**config.mk**
```make
export PLATFORM = sky130hd
export DESIGN_NAME = clint_axi_initiator_flat
export DESIGN_NICKNAME = d
export VERILOG_FILES = /design/src/rtl/clint_axi_if.sv /design/src/rtl/clint_axi_initiator.sv /design/src/flat_wrapper.sv
export SDC_FILE = /design/constraint.sdc
export NUM_CORES = 1
export LEC_CHECK = 0
export ABC_AREA = 1
export CORE_AREA = 5 5 204 206
export CTS_CLUSTER_DIAMETER = 150
export DETAILED_ROUTE_END_ITERATION = 6
export DIE_AREA = 0 0 209 211
export GPL_TIMING_DRIVEN = 0
export PLACE_DENSITY = 0.56
export SYNTH_ARGS = -nofsm -noshare
export SYNTH_HDL_FRONTEND = slang
export SYNTH_SLANG_ARGS = --single-unit
export TNS_END_PERCENT = 20
```
**constraint.sdc**
```tcl
create_clock -name clk_i -period 1.2 [get_ports clk_i]
set_input_delay 0.18 -clock clk_i [delete_from_list [all_inputs] [get_ports clk_i]]
set_output_delay 0.18 -clock clk_i [all_outputs]
set_load 0.005 [all_outputs]
```
**src/rtl/clint_axi_if.sv**
```systemverilog
// AXI4 channel bundle between the CLINT initiator (master) and the timer slave.
// Only the fields used by single-beat 64-bit accesses are carried.
interface clint_axi_if #(
  parameter int unsigned AXI_ID_WIDTH = 5
);
  // Write address channel
  logic [AXI_ID_WIDTH-1:0] awid;
  logic [63:0]             awaddr;
  logic [7:0]              awlen;
  logic [2:0]              awsize;
  logic [1:0]              awburst;
  logic                    awvalid;
  logic                    awready;
  // Write data channel
  logic [63:0]             wdata;
  logic [7:0]              wstrb;
  logic                    wlast;
  logic                    wvalid;
  logic                    wready;
  // Write response channel
  logic [AXI_ID_WIDTH-1:0] bid;
  logic [1:0]              bresp;
  logic                    bvalid;
  logic                    bready;
  // Read address channel
  logic [AXI_ID_WIDTH-1:0] arid;
  logic [63:0]             araddr;
  logic [7:0]              arlen;
  logic [2:0]              arsize;
  logic [1:0]              arburst;
  logic                    arvalid;
  logic                    arready;
  // Read data channel
  logic [AXI_ID_WIDTH-1:0] rid;
  logic [63:0]             rdata;
  logic [1:0]              rresp;
  logic                    rlast;
  logic                    rvalid;
  logic                    rready;

  modport master (
    output awid, awaddr, awlen, awsize, awburst, awvalid,
    input  awready,
    output wdata, wstrb, wlast, wvalid,
    input  wready,
    input  bid, bresp, bvalid,
    output bready,
    output arid, araddr, arlen, arsize, arburst, arvalid,
    input  arready,
    input  rid, rdata, rresp, rlast, rvalid,
    output rready
  );

  modport slave (
    input  awid, awaddr, awlen, awsize, awburst, awvalid,
    output awready,
    input  wdata, wstrb, wlast, wvalid,
    output wready,
    output bid, bresp, bvalid,
    input  bready,
    input  arid, araddr, arlen, arsize, arburst, arvalid,
    output arready,
    output rid, rdata, rresp, rlast, rvalid,
    input  rready
  );
endinterface

```
**src/rtl/clint_axi_initiator.sv**
```systemverilog
// Single-outstanding AXI4 master for the CLINT timer slave.
// Turns one req/gnt/rvalid register access into one single-beat 64-bit AXI4
// transaction; misaligned addresses complete locally with an error.
module clint_axi_initiator #(
  parameter int unsigned AXI_ID_WIDTH = 5,
  parameter int unsigned AXI_ID       = 0
) (
  input  logic        clk_i,
  input  logic        rst_ni,
  input  logic        req_i,
  input  logic        we_i,
  input  logic [63:0] addr_i,
  input  logic [63:0] wdata_i,
  input  logic [7:0]  be_i,
  output logic        gnt_o,
  output logic        rvalid_o,
  output logic [63:0] rdata_o,
  output logic        err_o,
  clint_axi_if.master axi
);

  localparam logic [AXI_ID_WIDTH-1:0] ID = AXI_ID[AXI_ID_WIDTH-1:0];

  typedef enum logic [2:0] {
    IDLE,
    WR,
    WAIT_B,
    RD,
    WAIT_R,
    ERR
  } state_e;

  state_e      state_q, state_d;
  logic [63:0] addr_q, wdata_q;
  logic [7:0]  be_q;
  logic        awvalid_q, wvalid_q, arvalid_q;
  logic        rvalid_q, err_q;
  logic [63:0] rdata_q;
  logic        aw_done, w_done, aligned;

  assign aligned = (addr_i[2:0] == 3'b000);

  // State register.
  // NOTE: sequential state uses non-blocking assignments so every flop samples
  // the pre-edge values of its neighbours, independent of process ordering.
  always_ff @(posedge clk_i or negedge rst_ni) begin
    if (!rst_ni) state_q <= IDLE;
    else         state_q <= state_d;
  end

  // Next-state and grant decode.
  // NOTE: every signal written here gets a default first, so no path leaves it
  // unassigned and no latch is inferred.
  always_comb begin
    state_d = state_q;
    gnt_o   = 1'b0;
    // A write channel is finished once its valid has dropped or is being accepted now.
    aw_done = !awvalid_q || axi.awready;
    w_done  = !wvalid_q  || axi.wready;
    unique case (state_q)
      IDLE: begin
        gnt_o = req_i;
        if (req_i) begin
          if (!aligned)  state_d = ERR;
          else if (we_i) state_d = WR;
          else           state_d = RD;
        end
      end
      WR:      if (aw_done && w_done) state_d = WAIT_B;
      WAIT_B:  if (axi.bvalid)        state_d = IDLE;
      RD:      if (axi.arready)       state_d = WAIT_R;
      WAIT_R:  if (axi.rvalid)        state_d = IDLE;
      ERR:                            state_d = IDLE;
      default:                        state_d = IDLE;
    endcase
  end

  // Command latch, channel valids and completion reporting.
  always_ff @(posedge clk_i or negedge rst_ni) begin
    if (!rst_ni) begin
      addr_q    <= '0;
      wdata_q   <= '0;
      be_q      <= '0;
      awvalid_q <= 1'b0;
      wvalid_q  <= 1'b0;
      arvalid_q <= 1'b0;
      rvalid_q  <= 1'b0;
      err_q     <= 1'b0;
      rdata_q   <= '0;
    end else begin
      // Completion is a single-cycle pulse unless re-raised below.
      rvalid_q <= 1'b0;
      if (gnt_o) begin
        addr_q    <= addr_i;
        wdata_q   <= wdata_i;
        be_q      <= be_i;
        awvalid_q <= we_i && aligned;
        wvalid_q  <= we_i && aligned;
        arvalid_q <= !we_i && aligned;
      end
      unique case (state_q)
        WR: begin
          // AW and W retire independently; either may go first.
          if (axi.awready) awvalid_q <= 1'b0;
          if (axi.wready)  wvalid_q  <= 1'b0;
        end
        RD: if (axi.arready) arvalid_q <= 1'b0;
        WAIT_B: if (axi.bvalid) begin
          rvalid_q <= 1'b1;
          err_q    <= axi.bresp[1] | (axi.bid != ID);
        end
        WAIT_R: if (axi.rvalid) begin
          rvalid_q <= 1'b1;
          rdata_q  <= axi.rdata;
          err_q    <= axi.rresp[1] | ~axi.rlast | (axi.rid != ID);
        end
        ERR: begin
          rvalid_q <= 1'b1;
          err_q    <= 1'b1;
        end
        default: ;
      endcase
    end
  end

  assign rvalid_o = rvalid_q;
  assign rdata_o  = rdata_q;
  assign err_o    = err_q;

  assign axi.awid    = ID;
  assign axi.awaddr  = addr_q;
  assign axi.awlen   = 8'd0;
  assign axi.awsize  = 3'd3;
  assign axi.awburst = 2'b01;
  assign axi.awvalid = awvalid_q;
  assign axi.wdata   = wdata_q;
  assign axi.wstrb   = be_q;
  assign axi.wlast   = 1'b1;
  assign axi.wvalid  = wvalid_q;
  assign axi.bready  = (state_q == WAIT_B);
  assign axi.arid    = ID;
  assign axi.araddr  = addr_q;
  assign axi.arlen   = 8'd0;
  assign axi.arsize  = 3'd3;
  assign axi.arburst = 2'b01;
  assign axi.arvalid = arvalid_q;
  assign axi.rready  = (state_q == WAIT_R);

endmodule

```
**src/flat_wrapper.sv**
```systemverilog
// flat-port wrapper written by rule: the top's interface ports become plain ports
module clint_axi_initiator_flat 
#(
  parameter int unsigned AXI_ID_WIDTH = 5,
  parameter int unsigned AXI_ID       = 0
)
  (clk_i, rst_ni, req_i, we_i, addr_i, wdata_i, be_i, gnt_o, rvalid_o, rdata_o, err_o, axi_awid, axi_awaddr, axi_awlen, axi_awsize, axi_awburst, axi_awvalid, axi_awready, axi_wdata, axi_wstrb, axi_wlast, axi_wvalid, axi_wready, axi_bid, axi_bresp, axi_bvalid, axi_bready, axi_arid, axi_araddr, axi_arlen, axi_arsize, axi_arburst, axi_arvalid, axi_arready, axi_rid, axi_rdata, axi_rresp, axi_rlast, axi_rvalid, axi_rready);
  clint_axi_if #(.AXI_ID_WIDTH(AXI_ID_WIDTH)) axi_i ();
  input  logic clk_i;
  input  logic rst_ni;
  input  logic req_i;
  input  logic we_i;
  input  logic [63:0] addr_i;
  input  logic [63:0] wdata_i;
  input  logic [7:0] be_i;
  output logic gnt_o;
  output logic rvalid_o;
  output logic [63:0] rdata_o;
  output logic err_o;
  output wire logic [$bits(axi_i.awid)-1:0] axi_awid;
  output wire logic [$bits(axi_i.awaddr)-1:0] axi_awaddr;
  output wire logic [$bits(axi_i.awlen)-1:0] axi_awlen;
  output wire logic [$bits(axi_i.awsize)-1:0] axi_awsize;
  output wire logic [$bits(axi_i.awburst)-1:0] axi_awburst;
  output wire logic [$bits(axi_i.awvalid)-1:0] axi_awvalid;
  input wire logic [$bits(axi_i.awready)-1:0] axi_awready;
  output wire logic [$bits(axi_i.wdata)-1:0] axi_wdata;
  output wire logic [$bits(axi_i.wstrb)-1:0] axi_wstrb;
  output wire logic [$bits(axi_i.wlast)-1:0] axi_wlast;
  output wire logic [$bits(axi_i.wvalid)-1:0] axi_wvalid;
  input wire logic [$bits(axi_i.wready)-1:0] axi_wready;
  input wire logic [$bits(axi_i.bid)-1:0] axi_bid;
  input wire logic [$bits(axi_i.bresp)-1:0] axi_bresp;
  input wire logic [$bits(axi_i.bvalid)-1:0] axi_bvalid;
  output wire logic [$bits(axi_i.bready)-1:0] axi_bready;
  output wire logic [$bits(axi_i.arid)-1:0] axi_arid;
  output wire logic [$bits(axi_i.araddr)-1:0] axi_araddr;
  output wire logic [$bits(axi_i.arlen)-1:0] axi_arlen;
  output wire logic [$bits(axi_i.arsize)-1:0] axi_arsize;
  output wire logic [$bits(axi_i.arburst)-1:0] axi_arburst;
  output wire logic [$bits(axi_i.arvalid)-1:0] axi_arvalid;
  input wire logic [$bits(axi_i.arready)-1:0] axi_arready;
  input wire logic [$bits(axi_i.rid)-1:0] axi_rid;
  input wire logic [$bits(axi_i.rdata)-1:0] axi_rdata;
  input wire logic [$bits(axi_i.rresp)-1:0] axi_rresp;
  input wire logic [$bits(axi_i.rlast)-1:0] axi_rlast;
  input wire logic [$bits(axi_i.rvalid)-1:0] axi_rvalid;
  output wire logic [$bits(axi_i.rready)-1:0] axi_rready;
  assign axi_awid = axi_i.awid;
  assign axi_awaddr = axi_i.awaddr;
  assign axi_awlen = axi_i.awlen;
  assign axi_awsize = axi_i.awsize;
  assign axi_awburst = axi_i.awburst;
  assign axi_awvalid = axi_i.awvalid;
  assign axi_i.awready = axi_awready;
  assign axi_wdata = axi_i.wdata;
  assign axi_wstrb = axi_i.wstrb;
  assign axi_wlast = axi_i.wlast;
  assign axi_wvalid = axi_i.wvalid;
  assign axi_i.wready = axi_wready;
  assign axi_i.bid = axi_bid;
  assign axi_i.bresp = axi_bresp;
  assign axi_i.bvalid = axi_bvalid;
  assign axi_bready = axi_i.bready;
  assign axi_arid = axi_i.arid;
  assign axi_araddr = axi_i.araddr;
  assign axi_arlen = axi_i.arlen;
  assign axi_arsize = axi_i.arsize;
  assign axi_arburst = axi_i.arburst;
  assign axi_arvalid = axi_i.arvalid;
  assign axi_i.arready = axi_arready;
  assign axi_i.rid = axi_rid;
  assign axi_i.rdata = axi_rdata;
  assign axi_i.rresp = axi_rresp;
  assign axi_i.rlast = axi_rlast;
  assign axi_i.rvalid = axi_rvalid;
  assign axi_rready = axi_i.rready;
  clint_axi_initiator #(.AXI_ID_WIDTH(AXI_ID_WIDTH), .AXI_ID(AXI_ID)) u_core (.clk_i(clk_i), .rst_ni(rst_ni), .req_i(req_i), .we_i(we_i), .addr_i(addr_i), .wdata_i(wdata_i), .be_i(be_i), .gnt_o(gnt_o), .rvalid_o(rvalid_o), .rdata_o(rdata_o), .err_o(err_o), .axi(axi_i));
endmodule
```
==> flow_summary.toml, run 1 <==
[status]
status = "finished with violations"
failed_checks = "setup timing"

[global_routing]
grt_pass1_vias = 8985
grt_first_pass_wirelength_mm = 54.84
antenna_found_initial = 3
grtUsageTotal_pct = 15.75
grt_remaining_overflow = 0
grt_max_degree = 98

[clock_tree]
clock-sinks = 208
numCtsBuffers = 26
tritoncts = "yes"
clk_pin_slew_worst_paths_ps = 50
cts_root_buf = "clkbuf_16"
clock_latency_ps = 530
clockBufferDepth = 3
cts_htree_levels = 1

[drt]
wl_mm = 37.45
drt_iter0_drc = 359
wl_per_cell_um = 16.75
via_per_inst = 3.900
drc_errors = 0
num_vias = 8720
dr.pass1.iters = 4
ant_nets = 0

[synth]
ys.warnings.count = 0
yosysMostFrequentCell = "nand2_1"
synth-seq-cells = 208
ys_seq_area_share_pct = 59.13
synth_area_um2 = 8802
ys.flop_type = "dfrtp_1"
ys_types = 24
synth_area_leader_cell = "dfrtp_1"
syn_inst = 1028
synthArstFlopShare_pct = 100.0
synth.area.top_cells = "dfrtp_1 (59%), nand2_1 (26%), buf_4 (9.4%)"
post-synth-top-area-fraction_pct = 59.13
avgSynthCellArea_um2 = 8.562
synth_common_cells = "nand2_1 (621), dfrtp_1 (208), buf_4 (110), buf_2 (27), inv_1 (12)"
synth-edff-count = 0

[sta]
max-slew-margin-rel_pct = 61.89
tightest_slew_ps = 571.6
fin_worst_skew_ps = 5.342
rsz0062_at_grt = "yes"
post-route-period-util_pct = 141.6
post-route-min-period_ps = 1699
maxSlewViolCount = 0
finalSetupViolations = 467
setup_ws_ps = -499.1
hold_viol = 0
max_freq_ghz = 0.5886
fin_tns_setup_ps = -76870

[setup_path]
critPathArrivalTime_ps = 1520
critPathMaxFanout = 2
critical_path_class = "reg2out"
critPathRequiredTime_ps = 1020
crit_path_end_kind = "output port"
worst_setup_path_start_kind = "flop"

[floorplan]
core_area_um2 = 39460
start_util_pct = 22.31
boundaryPins = 533
num_rows = 73
die_area_um2 = 44100
die_h_um = 211
die_w_um = 209

[placement]
hpwl_mm = 27.28
io_buffer_count = 493
place_area_um2 = 14610
gp_congestion = 0.8232
place_inst = 2083

[job]
cap_violations = 0

[final_layout]
drive_gt1_share_pct = 33.74
postLayoutCellArea_um2 = 16300
final_util_pct = 41.32
final_nets = 1916
fillers = 3940
area_growth_pct = 85.23
instances_no_fill = 2236

[power]
p_leak_uw = 0.008835
irDropWorstVdd_mv = 1.241
power_density_nw_per_um2 = 2498

[hold_path]
hold_path_class = "in2async"
-- path summary, 6_finish.rpt --
path,startpoint,end,slack [ps],cells past startpoint
setup / recovery,u_core.state_q[1]$_DFFE_PN0P_,gnt_o,-500,6
hold / removal,rst_ni,u_core.rdata_o[10]$_DFFE_PN0P_,60,2
setup reg to reg,u_core.state_q[1]$_DFFE_PN0P_,u_core.axi.araddr[25]$_DFFE_PN0N_,-370,10
hold reg to reg,u_core.rdata_o[39]$_DFFE_PN0P_,u_core.rdata_o[39]$_DFFE_PN0P_,460,2
max in group asynchronous,rst_ni,u_core.axi.araddr[21]$_DFFE_PN0N_,360,3
min in group clk_i,be_i[0],u_core.axi.wstrb[0]$_DFFE_PN0N_,180,3
-- metal layers --
metal,GRT usage [%],share of wire (%),vias up
li1,-,-,4296
met1,18.36,39,4027
met2,28.01,50,345
met3,5.881,9.3,48
met4,3.060,1.7,4
met5,0,0.072,-
-- state kept, by name, summed over array words and instances, names as in the netlist --
signal	cells
u_core.rvalid_o	1
u_core.axi.wdata	64
u_core.err_o	1
u_core.axi.awvalid	1
u_core.axi.arvalid	1
u_core.axi.wvalid	1
u_core.axi.wstrb	8
u_core.state_q	3
u_core.rdata_o	64
u_core.axi.araddr	64
-- where the power goes --
group / switching (uW) / internal (uW)
clock: 3050 / 4820
combinational: 8810 / 11600
sequential: 2120 / 10300
-- logic make-up (layout without fill, tap and decap cells) --
family / after synthesis / count (layout) / synth area share, %
buf+inv: 160 / 807 / 11.98
compound gates: 7 / 7 / 0.5115
other cells: 2 / 38 / 0.08532
simple gates: 651 / 651 / 28.29
flops: 208 / 208 / 59.13
-- final cells by class --
| cell class | instances | area, um^2 | area share (%) |
|---|---|---|---|
| inverter | 15 | 61.31 | 0.3760 |
| tap | 525 | 656.9 | 4.029 |
| timing repair buffer | 623 | 5500 | 33.73 |
| buffer | 123 | 1174 | 7.198 |
| sequential | 208 | 5207 | 31.94 |
| clock inverter | 8 | 92.59 | 0.5679 |
| multi-input combinational | 695 | 2843 | 17.44 |
| clock buffer | 38 | 767.0 | 4.704 |
| antenna | 1 | 2.502 | 0.01535 |
-- per-stage QoR --
step           setup WS [ps]  hold slack [ps]  power (uW)
6_report              -499.1            63.87       40730
4_1_cts               -531.3            32.21       42760
5_1_grt               -558.6            60.84       43620
3_3_place_gp          -10310            452.8       30770
2_1_floorplan         -105.1           -115.6       18890
3_5_place_dp          -822.1            25.75       31020
-- worst max-delay path, cell delays in order (launching register included) --
cell and delay [ps]:
dfrtp_1 410, nor2_4 130, buf_6 110, nand3_4 90, inv_4 70, buf_6 100
buf_6 90
-- cells in the final DEF (no fill, tap or decap), types with 9 or more instances in the layout --
| cell type | count |
|---|---|
| buf_4 | 137 |
| nand3_1 | 9 |
| inv_1 | 9 |
| conb_1 | 37 |
| dlymetal6s2s_1 | 10 |
| nand2_1 | 597 |
| clkdlybuf4s50_1 | 223 |
| dfrtp_1 | 206 |
| buf_6 | 145 |
| buf_2 | 22 |
| nand2_2 | 17 |
| clkbuf_16 | 31 |
| clkbuf_2 | 161 |
| clkdlybuf4s15_1 | 17 |
-- timing repair --
item | 4_1_cts | 5_1_grt
endpoints found under the hold margin | 208 | 0
hold buffers | 1 | 0
gates cloned | 4 | 3
pin swaps | 3 | 13
buffers inserted | 95 | 29
endpoints found under the setup margin | 480 | 480
resized for setup | 495 | 417
Note: power is estimated with default switching activity, not from simulation.
==> run 2, diff against run 1 <==
--- a/config.mk
+++ b/config.mk
@@ -8,10 +8,12 @@
 export ABC_AREA = 1
 export CORE_AREA = 5 5 204 206
 export CTS_CLUSTER_DIAMETER = 150
+export CTS_CLUSTER_SIZE = 10
 export DETAILED_ROUTE_END_ITERATION = 6
 export DIE_AREA = 0 0 209 211
 export GPL_TIMING_DRIVEN = 0
-export PLACE_DENSITY = 0.56
+export PLACE_DENSITY = 0.66
+export SLEW_MARGIN = 40
 export SYNTH_ARGS = -nofsm -noshare
 export SYNTH_HDL_FRONTEND = slang
 export SYNTH_SLANG_ARGS = --single-unit
==> flow_summary.toml, run 2 (synthesis results as in run 1) <==
[placement]
gp_congestion = 0.8798
place_inst = 2083
hpwl_mm = 26.90
io_buffer_count = 493
place_area_um2 = 14620

[clock_tree]
numCtsBuffers = 24
cts_htree_levels = 1
tritoncts = "yes"
clock-sinks = 208
clock_latency_ps = 520
clk_pin_slew_worst_paths_ps = 60
clockBufferDepth = 3
cts_root_buf = "clkbuf_16"

[final_layout]
final_common_cell = "nand2_1"
final_nets = 1907
fillers = 3837
instances_no_fill = 2209
diodes = 0
area_growth_pct = 86.41
drive_gt1_share_pct = 28.56
postLayoutCellArea_um2 = 16410
final_cell_mix = "nand2_1 (601), clkdlybuf4s50_1 (298), dfrtp_1 (204), buf_6 (144), buf_4 (139)"

[global_routing]
antenna_found_initial = 0
grt_max_degree = 74
grt_first_pass_wirelength_mm = 53.13
grt_pass1_vias = 9148
grtUsageTotal_pct = 15.13
grt_remaining_overflow = 0

[power]
combinationalPowerShare_pct = 52.6
power_density_nw_per_um2 = 2456
internal-power_uw = 26680
p_seq_share_pct = 31.3
clkPwrFrac_pct = 16.1
irDropWorstVdd_mv = 1.177
swShare_pct = 33.79
p_leak_uw = 0.008693
p_sw_uw = 13620

[setup_path]
critical_path_class = "reg2out"
worst_setup_path_start_kind = "flop"
critPathRequiredTime_ps = 1020
critical-path-max-stage-delay_ps = 390
crit_path_end_kind = "output port"
r2r_cells = 11
r2r_start = "u_core.state_q[1]$_DFFE_PN0P_"
critPathMaxFanout = 2
cp_slowest_cell = "dfrtp_1"
worstReg2RegEnd = "u_core.rdata_o[30]$_DFFE_PN0P_"
crit_top_cell = "buf_6"
critPathArrivalTime_ps = 1560
ff2ff_setup_slack_ps = -490
cp_cell_sequence = "buf_6 > nor2_4 > nand3_4 > inv_4 > buf_6 > buf_6"

[sta]
tightest_slew_ps = 525.3
fin_worst_skew_ps = 19.41
max-slew-margin-rel_pct = 64.98
finalSetupViolations = 463
post-route-period-util_pct = 145.2
hold_viol = 0
rsz0062_at_grt = "yes"
maxSlewViolCount = 0
setup_ws_ps = -542.7
max_freq_ghz = 0.5738
post-route-min-period_ps = 1743

[drt]
via_per_inst = 4.012
dr.pass1.iters = 5
num_vias = 8862
drc_errors = 0
ant_nets = 0
wl_per_cell_um = 16.42
drt_iter0_drc = 408
wl_mm = 36.26

[status]
status = "finished with violations"
failed_checks = "setup timing"

[floorplan]
die_h_um = 211
boundaryPins = 533
core_area_um2 = 39460
die_area_um2 = 44100
num_rows = 73
start_util_pct = 22.31
die_w_um = 209

[hold_path]
worstHoldStart = "wdata_i[28]"
hold_path_end = "u_core.axi.wdata[28]$_DFFE_PN0N_"
hold_depth = 3
hold_path_class = "in2reg"

[job]
cap_violations = 0
[run 2: cell types whose count changed in the layout (fill, tap and decap cells not counted), moves of 4 or more]
| cell | before | now |
|---|---|---|
| buf_16 | 6 | 2 |
| buf_2 | 22 | 12 |
| buf_8 | 8 | 12 |
| clkbuf_1 | 8 | 2 |
| clkbuf_2 | 161 | 91 |
| clkbuf_8 | 7 | 1 |
| clkdlybuf4s15_1 | 17 | 9 |
| clkdlybuf4s50_1 | 223 | 298 |
| clkinv_2 | 5 | 0 |
| dlymetal6s2s_1 | 10 | 15 |
| nand2_1 | 597 | 601 |
[run 2: area by class of cell]
| class | instances | area, um^2 | share of cell area (%) |
|---|---|---|---|
| buffer | 132 | 1284 | 7.824 |
| clock buffer | 27 | 643.1 | 3.919 |
| inverter | 15 | 63.81 | 0.3889 |
| multi-input combinational | 695 | 2824 | 17.21 |
| sequential | 208 | 5210 | 31.75 |
| tap | 525 | 656.9 | 4.003 |
| timing repair buffer | 607 | 5727 | 34.90 |
[run 2: power groups by stage]
stage | clock network (uW) | logic [uW] | registers (uW)
after floorplan | 0 | 6300 | 12600
after global placement | 0 | 18000 | 12600
after detailed placement | 0 | 18300 | 12700
after CTS | 6720 | 21100 | 12600
after global routing | 6960 | 23000 | 13000
final | 6490 | 21200 | 12600
[run 2: routing by layer]
layer | wire length (um) | part of all wire, % | global-route usage (%)
met3 | 3175 | 8.8 | 5.183
met2 | 18440 | 51 | 27.73
met4 | 1123 | 3.1 | 4.005
met5 | 0 | 0 | 0
met1 | 13520 | 37 | 16.80
[run 2: repair_timing]
item	in CTS	in global routing
resized for setup	382	327
hold endpoints to repair	63	0
hold buffers	1	0
cloned	1	4
endpoints found under the setup margin	480	480
buffers inserted	67	40
pin swaps	3	11
[run 2: how the worst max path moves through the flow]
stage / startpoint / end
after floorplan: u_core.state_q[0]$_DFFE_PN0P_ / u_core.rdata_o[23]$_DFFE_PN0P_
after global placement: rst_ni / u_core.state_q[0]$_DFFE_PN0P_
after detailed placement: req_i / gnt_o
after CTS: u_core.state_q[1]$_DFFE_PN0P_ / gnt_o
after global routing: u_core.state_q[1]$_DFFE_PN0P_ / gnt_o
final: u_core.state_q[1]$_DFFE_PN0P_ / gnt_o
[run 2: through the flow]
step	hold WS [ps]	TNS [ps]	utilization [%]	setup WS (ps)	total power [uW]
after floorplan	-115.6	-12840	-	-105.1	18890
after global placement	453.3	-1999020	36.88	-9961	30620
after detailed placement	181.6	-93670	37.04	-775.3	30970
final	185.7	-125440	41.58	-542.7	40300
after global routing	170.8	-155030	41.58	-611.2	42990
after CTS	158.0	-168570	40.89	-592.8	40440
[run 2: critical path, delay by kind of cell (launching register included)]
family | cells | cell delay, ps
flip-flops | 1 | 390
buffers and inverters | 4 | 400
AND/OR/NAND/NOR | 2 | 240
